===== config.mk =====
export PLATFORM = sky130hd
export DESIGN_NAME = circle_octant_draw
export DESIGN_NICKNAME = d
export VERILOG_FILES = /design/src/rtl/circle_octant_draw.sv
export SDC_FILE = /design/constraint.sdc
export NUM_CORES = 1
export LEC_CHECK = 0
export ABC_AREA = 1
export BUFFER_PORTS_ARGS = -buffer_cell sky130_fd_sc_hd__buf_4
export CAP_MARGIN = 20
export CORE_ASPECT_RATIO = 0.7
export CORE_MARGIN = 4
export CORE_UTILIZATION = 35
export CTS_CLUSTER_SIZE = 16
export DETAILED_ROUTE_END_ITERATION = 8
export GPL_ROUTABILITY_DRIVEN = 0
export MAX_ROUTING_LAYER = met4
export PLACE_DENSITY_LB_ADDON = 0.05
export SLEW_MARGIN = 20
export SYNTH_ARGS = -nofsm -noshare
export SYNTH_HDL_FRONTEND = slang
export SYNTH_SLANG_ARGS = --single-unit

===== constraint.sdc =====
create_clock -name clk -period 5.2 [get_ports clk]
set_clock_uncertainty 0.2 [all_clocks]
set_input_delay 1.04 -clock clk [delete_from_list [all_inputs] [get_ports clk]]
set_output_delay 1.04 -clock clk [all_outputs]
set_load 0.02 [all_outputs]

===== src/rtl/circle_octant_draw.sv =====
// circle_octant_draw: midpoint circle rasteriser that emits one pixel per cycle, eight symmetric slots per step.
// Optional clipping to the visible screen is enabled by the CIRCLE_CLIP_EN macro.
//------------------------------------------------------------------------------
// Module   : circle_octant_draw
// Purpose  : IDLE -> PLOT(slots 0..7) -> UPDATE loop, DONE holds until start drops
// Revision : 1.0 - initial release
//------------------------------------------------------------------------------
`default_nettype none

module circle_octant_draw #(
  parameter int X_W      = 8,
  parameter int Y_W      = 7,
  parameter int SCREEN_W = 160,
  parameter int SCREEN_H = 120
) (
  input  logic           clk,
  input  logic           rst,
  input  logic           start,
  input  logic [X_W-1:0] centre_x,
  input  logic [Y_W-1:0] centre_y,
  input  logic [X_W-1:0] radius,
  input  logic [2:0]     colour,
  input  logic [7:0]     octant_mask,
  output logic [X_W-1:0] vga_x,
  output logic [Y_W-1:0] vga_y,
  output logic [2:0]     vga_colour,
  output logic           vga_plot,
  output logic           busy,
  output logic           done
);

  localparam int C_CW = X_W + 4;
  localparam logic signed [C_CW-1:0] C_ONE = C_CW'(1);

  typedef enum logic [1:0] {
    S_IDLE   = 2'd0,
    S_PLOT   = 2'd1,
    S_UPDATE = 2'd2,
    S_DONE   = 2'd3
  } state_t;

  state_t                   state_q, state_d;
  logic [2:0]               slot_q, slot_d;
  logic [X_W-1:0]           cx_q, cx_d;
  logic [Y_W-1:0]           cy_q, cy_d;
  logic [2:0]               col_q, col_d;
  logic [7:0]               mask_q, mask_d;
  logic signed [C_CW-1:0]   ox_q, ox_d, oy_q, oy_d, crit_q, crit_d;

  logic signed [C_CW-1:0]   w_dx, w_dy, w_px, w_py, w_rad;
  logic signed [C_CW-1:0]   w_oy_inc, w_ox_dec, w_ox_new;
  logic                     w_crit_pos, w_clip, w_in_plot;
  logic                     w_unused;

  always_comb begin
    w_dx = ox_q;
    w_dy = oy_q;
    case (slot_q)
      3'd0: begin w_dx =  ox_q; w_dy =  oy_q; end
      3'd1: begin w_dx =  oy_q; w_dy =  ox_q; end
      3'd2: begin w_dx = -ox_q; w_dy =  oy_q; end
      3'd3: begin w_dx = -oy_q; w_dy =  ox_q; end
      3'd4: begin w_dx = -ox_q; w_dy = -oy_q; end
      3'd5: begin w_dx = -oy_q; w_dy = -ox_q; end
      3'd6: begin w_dx =  ox_q; w_dy = -oy_q; end
      default: begin w_dx = oy_q; w_dy = -ox_q; end
    endcase
  end

  // Low X_W+1 / Y_W+1 bits of the wide sums are the signed point coordinates.
  assign w_px = $signed({{(C_CW-X_W){1'b0}}, cx_q}) + w_dx;
  assign w_py = $signed({{(C_CW-Y_W){1'b0}}, cy_q}) + w_dy;

`ifdef CIRCLE_CLIP_EN
  localparam logic [X_W:0] C_XLIM = (X_W+1)'(SCREEN_W);
  localparam logic [Y_W:0] C_YLIM = (Y_W+1)'(SCREEN_H);
  assign w_clip = w_px[X_W] | (w_px[X_W:0] >= C_XLIM) |
                  w_py[Y_W] | (w_py[Y_W:0] >= C_YLIM);
`else
  assign w_clip = 1'b0;
`endif

  assign w_unused   = ^{w_px[C_CW-1:X_W], w_py[C_CW-1:Y_W]};
  assign w_rad      = $signed({{(C_CW-X_W){1'b0}}, radius});
  assign w_oy_inc   = oy_q + C_ONE;
  assign w_ox_dec   = ox_q - C_ONE;
  assign w_crit_pos = !crit_q[C_CW-1] && (crit_q != '0);
  assign w_ox_new   = w_crit_pos ? w_ox_dec : ox_q;

  always_comb begin
    state_d = state_q;
    slot_d  = slot_q;
    cx_d    = cx_q;
    cy_d    = cy_q;
    col_d   = col_q;
    mask_d  = mask_q;
    ox_d    = ox_q;
    oy_d    = oy_q;
    crit_d  = crit_q;
    case (state_q)
      S_IDLE: begin
        if (start) begin
          cx_d    = centre_x;
          cy_d    = centre_y;
          col_d   = colour;
          mask_d  = octant_mask;
          ox_d    = w_rad;
          oy_d    = '0;
          crit_d  = C_ONE - w_rad;
          slot_d  = 3'd0;
          state_d = S_PLOT;
        end
      end
      S_PLOT: begin
        slot_d = slot_q + 3'd1;
        if (slot_q == 3'd7) state_d = S_UPDATE;
      end
      S_UPDATE: begin
        oy_d   = w_oy_inc;
        ox_d   = w_ox_new;
        crit_d = w_crit_pos ? crit_q + ((w_oy_inc - w_ox_dec) <<< 1) + C_ONE
                            : crit_q + (w_oy_inc <<< 1) + C_ONE;
        slot_d  = 3'd0;
        state_d = (w_oy_inc <= w_ox_new) ? S_PLOT : S_DONE;
      end
      default: begin
        if (!start) state_d = S_IDLE;
      end
    endcase
  end

  always_ff @(posedge clk) begin
    if (rst) begin
      state_q <= S_IDLE;
      slot_q  <= '0;
      cx_q    <= '0;
      cy_q    <= '0;
      col_q   <= '0;
      mask_q  <= '0;
      ox_q    <= '0;
      oy_q    <= '0;
      crit_q  <= '0;
    end else begin
      state_q <= state_d;
      slot_q  <= slot_d;
      cx_q    <= cx_d;
      cy_q    <= cy_d;
      col_q   <= col_d;
      mask_q  <= mask_d;
      ox_q    <= ox_d;
      oy_q    <= oy_d;
      crit_q  <= crit_d;
    end
  end

  assign w_in_plot  = (state_q == S_PLOT);
  assign busy       = w_in_plot || (state_q == S_UPDATE);
  assign done       = (state_q == S_DONE);
  assign vga_plot   = w_in_plot && mask_q[slot_q] && !w_clip;
  assign vga_x      = w_in_plot ? w_px[X_W-1:0] : '0;
  assign vga_y      = w_in_plot ? w_py[Y_W-1:0] : '0;
  assign vga_colour = w_in_plot ? col_q : 3'd0;

endmodule

`default_nettype wire


==> flow_summary.toml, run 1 <==
[drt]
via_per_inst = 5.13
wl_per_cell_um = 16.4
drt_iter0_drc = 508
drt-total-wl_mm = 20.8
first_pass_iters = 5
top_layer = "met4"
met1_length_mm = 11.7
wl_met2_mm = 7.45
drc = 0
final_antenna_net_count = 0
vias = 6518
wl_met3_mm = 1.47

[setup_path]
cp_common_cell = "nor2_1"
endpoint_kind = "primary output"
r2r.worst_path.cells = 24
start_kind = "register"
r2r_slack_ns = 0.82
slowest_stage = "dfxtp_1"
arrival_ns = 3.62
criticalPathCategory = "register to primary output"
worstPathMaxFanout = 5
crit_chain = "inv_1 > ha_1 > inv_1 > o21ai_1 > nor2_4 > buf_4 > o21ai_0 > ha_1 > inv_1 > fa_1 > inv_1 > a21oi_1 > nor2_1 > nor2_1 > nor2_1 > nor2_1 > nor2_1 > nor2_1 > xnor2_1 > o21ai_1 > a21oi_1 > buf_4"
critPathRequiredTime_ns = 3.96
cpPeakStageDelay_ns = 0.35
r2r_start = "ox_q[0]"
regToRegEndpoint = "crit_q[11]"

[logic_synthesis]
synth.top_cell.area_share = 0.211
synth_seq_cells = 67
synth_seq_area_share = 0.211
synth_area_leaders = "dfxtp_1 21%, ha_1 14%, nand2_1 11%"
synth_top_area_cell = "dfxtp_1"
synth-edff-count = 0
yosysWarningCount = 0
syn_area_per_cell_um2 = 6.48
syn_inst = 981
async_flop_share = 0
synth_cell_type_count = 50
syn-num-nets = 1094
ys.flop_type = "dfxtp_1"
syn_area_um2 = 6350

[floorplanning]
initial_core_util = 0.364
chipWidth_um = 169
die_y_um = 121
rows = 40
coreArea_um2 = 17500
ios = 58
die_area_um2 = 20400

[timing]
finalHoldViolCount = 0
post-route-period-util = 0.935
final-max-slew-violation-count = 0
slew_headroom = 0.371
worst_slew_pin_slew_ns = 0.936
max_clock_freq_ghz = 0.206
timing.final.crit_period_ns = 4.86
finalWorstSetupSlack_ns = 0.339
setup_viol = 0
rsz0062_at_grt = "false"
fin_setup_tns_ns = 0

[cts]
cts_hold_buf = 0
clk_pin_slew_ns = 0.05
h-tree-depth = 3
cts_tree = "yes"
clock_path_buffers = 2
clk_latency_ns = 0.34
ctsRootBufferMaster = "clkbuf_16"
cts_made_buffers = 9
cts.sinks = 67

[global_routing]
grt_max_degree = 35
antenna_found_initial = 0
grt-ovfl-total = 0
grt_pass1_wl_mm = 33.2
grt_pass1_vias = 5877
grt_usage = 0.211

[finish]
fin_util = 0.424
diodes = 0
nets = 1147
drive_gt1_frac = 0.117
final_cell_mix = "191 x nand2_1, 122 x nor2_1, 105 x inv_1, 95 x a21oi_1, 92 x o21ai_0"
layout_commonest_cell = "nand2_1"
syn_to_final_growth_pct = 16.5

[min_path]
hold_path_end = "mask_q[6]"
hold_class = "register to register"
worstHoldPathCells = 2
min_from = "mask_q[6]"

[power]
p_total_mw = 5.46
power_density_nw_per_um2 = 737
ir_drop_mv = 0.241
p_leak_nw = 3.47

[place]
io_buffers = 57
hpwl_mm = 16.4
pre_cts_slack_ns = 0.498

[job]
cap_violations = 0

[run_status]
status = "finished clean"
-- worst max path at each step --
stage                          from        to  slack (ns)
after floorplan           slot_q[0]  vga_y[6]        0.77
after global placement    slot_q[0]  vga_y[6]        0.55
after detailed placement  slot_q[0]  vga_y[6]        0.50
final                     slot_q[1]  vga_y[6]        0.34
after global routing      slot_q[1]  vga_y[6]        0.01
after CTS                 slot_q[0]  vga_y[6]        0.11
-- synth_stat cells, types with 6 or more instances --
cell / number
nand2_1: 191
a211oi_1: 8
dfxtp_1: 67
nor2_1: 122
a21oi_1: 96
o22ai_1: 7
inv_1: 107
o21ai_1: 14
clkbuf_1: 19
xnor2_1: 15
o21ai_0: 92
nor3_1: 11
nand4_1: 9
a31oi_1: 6
buf_4: 6
o2111ai_1: 8
ha_1: 71
inv_2: 10
nand3_1: 41
xor2_1: 23
-- metal layers --
layer,track usage,up-vias
met2,0.254,189
met4,0.0372,0
met5,-,-
met1,0.347,2930
met3,0.0444,13
li1,-,3386
-- area by class of cell --
cell class | count | area (um2)
clock buffer | 10 | 239
tap | 231 | 289
timing repair buffer | 71 | 533
clock inverter | 6 | 111
multi-input combinational | 767 | 4440
fill | 1886 | 10100
inverter | 118 | 448
sequential | 67 | 1350
-- worst max-delay path, delay by kind of cell (launching register included) --
kind | cells | cell delay [ns]
compound gates | 5 | 0.78
xor+xnor | 1 | 0.17
fa+ha+maj | 3 | 0.72
buf+inv | 6 | 0.69
flops | 1 | 0.35
simple gates | 7 | 0.60
-- logic make-up (layout without fill, tap and decap cells) --
kind of cell,after synthesis,count (layout),synth area share
AND/OR/NAND/NOR,395,395,0.262
AO/OA/AOI/OAI,257,257,0.225
buffers and inverters,147,205,0.0919
adder cells (fa/ha/maj),76,76,0.156
flip-flops,67,67,0.211
XOR/XNOR,39,39,0.0549
-- registers in the layout, indices dropped and copies added (netlist names) --
signal,flops
ox_q,12
oy_q,12
state_q,2
mask_q,8
slot_q,3
cy_q,7
cx_q,8
col_q,3
crit_q,12
-- per-stage QoR --
step           cell area [um2]  hold WS, ns  cells
2_1_floorplan             6350        0.250    981
3_3_place_gp              7030        0.270   1252
3_5_place_dp              7030        0.271   1252
4_1_cts                   7380        0.282   1268
5_1_grt                   7400        0.305   1270
6_report                  7400        0.280   1270
-- where the power goes --
group / internal, mW / leakage [nW] / switching [mW]
clock network: 0.483 / 0.169 / 0.260
registers: 0.660 / 0.553 / 0.181
logic: 1.35 / 2.75 / 2.52
-- what timing repair did --
item | CTS | global route
resized for setup | 0 | 6
setup endpoints to repair | 0 | 3
setup buffers | 0 | 2
Note: power is estimated with default switching activity, not from simulation.
==> inputs of run 2 (changes only) <==
Settings changed: CORE_ASPECT_RATIO 0.7 to unset.
==> flow_summary.toml, run 2 (synthesis results as in run 1) <==
[run_status]
status = "finished clean"

[setup_path]
arrival_ns = 3.56
critPathRequiredTime_ns = 3.96
r2r_slack_ns = 0.98
criticalPathCategory = "register to primary output"
cp-endpoint = "vga_y[6]"
r2r_start = "oy_q[1]"
startpoint = "slot_q[1]"
start_kind = "register"
endpoint_kind = "primary output"
regToRegEndpoint = "crit_q[11]"
r2r.worst_path.cells = 24
worstPathMaxFanout = 5

[power]
ir_drop_mv = 0.281
p_leak_nw = 3.45
switchingPower_mw = 2.90
clock_power_share = 0.124
switching_share = 0.548
power_density_nw_per_um2 = 719
p_int_mw = 2.39
comb_power_share = 0.717
power_frac_seq = 0.158

[global_routing]
grt_max_degree = 47
grt_pass1_vias = 6103
grt_usage = 0.206
grt_pass1_wl_mm = 32.1
grt-ovfl-total = 0
antenna_found_initial = 0

[finish]
layout_commonest_cell = "nand2_1"
diodes = 0
drive_gt1_frac = 0.117
final_cell_mix = "191 x nand2_1, 122 x nor2_1, 105 x inv_1, 95 x a21oi_1, 92 x o21ai_0"
layout.cells.non_filler = 1267
fill_cells = 1961
syn_to_final_growth_pct = 15.8
biggestRegsByFlops = "crit_q x12, ox_q x12, oy_q x12"
nets = 1146

[drt]
drc = 0
drt_iter0_drc = 396
final_antenna_net_count = 0
vias = 6461
wl_per_cell_um = 15.9
drt-total-wl_mm = 20.1
via_per_inst = 5.10
first_pass_iters = 5

[min_path]
hold_class = "register to register"
worstHoldPathCells = 2

[cts]
clk_latency_ns = 0.35
cts.sinks = 67
ctsRootBufferMaster = "clkbuf_16"
cts_made_buffers = 9
clock_path_buffers = 2
h-tree-depth = 3
cts_tree = "yes"
clk_pin_slew_ns = 0.06

[place]
io_buffers = 57
dp.cells = 1248
hpwl_mm = 15.6

[floorplanning]
chipWidth_um = 143
ios = 58
die_area_um2 = 20400
rows = 49
initial_core_util = 0.355
die_y_um = 143
coreArea_um2 = 17900

[timing]
finalHoldViolCount = 0
fin_setup_tns_ns = 0
slew_headroom = 0.411
final-max-slew-violation-count = 0
worst_slew_pin_slew_ns = 0.881
timing.final.crit_period_ns = 4.80
post-route-period-util = 0.923
max_clock_freq_ghz = 0.208
setup_viol = 0

[job]
cap_violations = 0
==> run 2: how the worst min path moves through the flow <==
| stage | from | end |
|---|---|---|
| after floorplan | mask_q[1] | mask_q[1] |
| after CTS | ox_q[11] | ox_q[11] |
| after global routing | ox_q[11] | ox_q[11] |
| final | col_q[1] | col_q[1] |
| after global placement | col_q[1] | col_q[1] |
| after detailed placement | ox_q[11] | ox_q[11] |
==> run 2: power by group through the flow <==
stage | clock network (mW) | logic, mW | registers [mW]
finish | 0.658 | 3.79 | 0.838
detailed placement | 0 | 3.74 | 0.843
floorplan | 0 | 2.82 | 0.774
global route | 0.697 | 4.30 | 0.859
global placement | 0 | 3.77 | 0.841
CTS | 0.677 | 3.77 | 0.832
==> run 2: per-stage QoR <==
step                      power [mW]  hold slack [ns]  cell area, um2  setup slack [ns]   util
after global routing            5.86            0.311            7360           -0.0168  0.411
final                           5.29            0.286            7360             0.398  0.411
after detailed placement        4.59            0.274            7010             0.470  0.391
after global placement          4.61            0.263            7010             0.514  0.391
after CTS                       5.28            0.283            7320            0.0742  0.409
after floorplan                 3.59            0.250            6350             0.767      -
==> run 2: repair_timing <==
item,4_1_cts,5_1_grt
endpoints found under the setup margin,0,4
hold buffers,0,0
setup buffers,0,3
gates resized for setup,0,8
==> run 2: critical path: stages (launching register included) <==
cell	delay, ns
dfxtp_2	0.34
inv_1	0.13
ha_1	0.19
inv_1	0.05
o21ai_1	0.28
nor2_4	0.10
o21ai_0	0.26
ha_1	0.19
inv_1	0.05
fa_1	0.35
inv_1	0.09
a21oi_1	0.06
nor2_1	0.14
nor2_1	0.06
nor2_1	0.14
nor2_1	0.06
nor2_1	0.08
nor2_1	0.05
xnor2_1	0.19
o21ai_1	0.08
a21oi_1	0.15
buf_4	0.16
==> run 2: layout make-up <==
type | instances | area [um2] | area share
clock inverter | 7 | 83.8 | 0.0114
tap | 229 | 287 | 0.0389
clock buffer | 9 | 225 | 0.0306
sequential | 67 | 1350 | 0.183
timing repair buffer | 70 | 526 | 0.0714
multi-input combinational | 767 | 4450 | 0.604
inverter | 118 | 448 | 0.0608
==> run 2: per-layer routing <==
layer | share of wire | routed length (um) | global-route usage
met5 | 0 | 0 | -
met4 | 0.023 | 471 | 0.0615
met3 | 0.036 | 721 | 0.0291
met2 | 0.47 | 9380 | 0.335
met1 | 0.47 | 9520 | 0.265
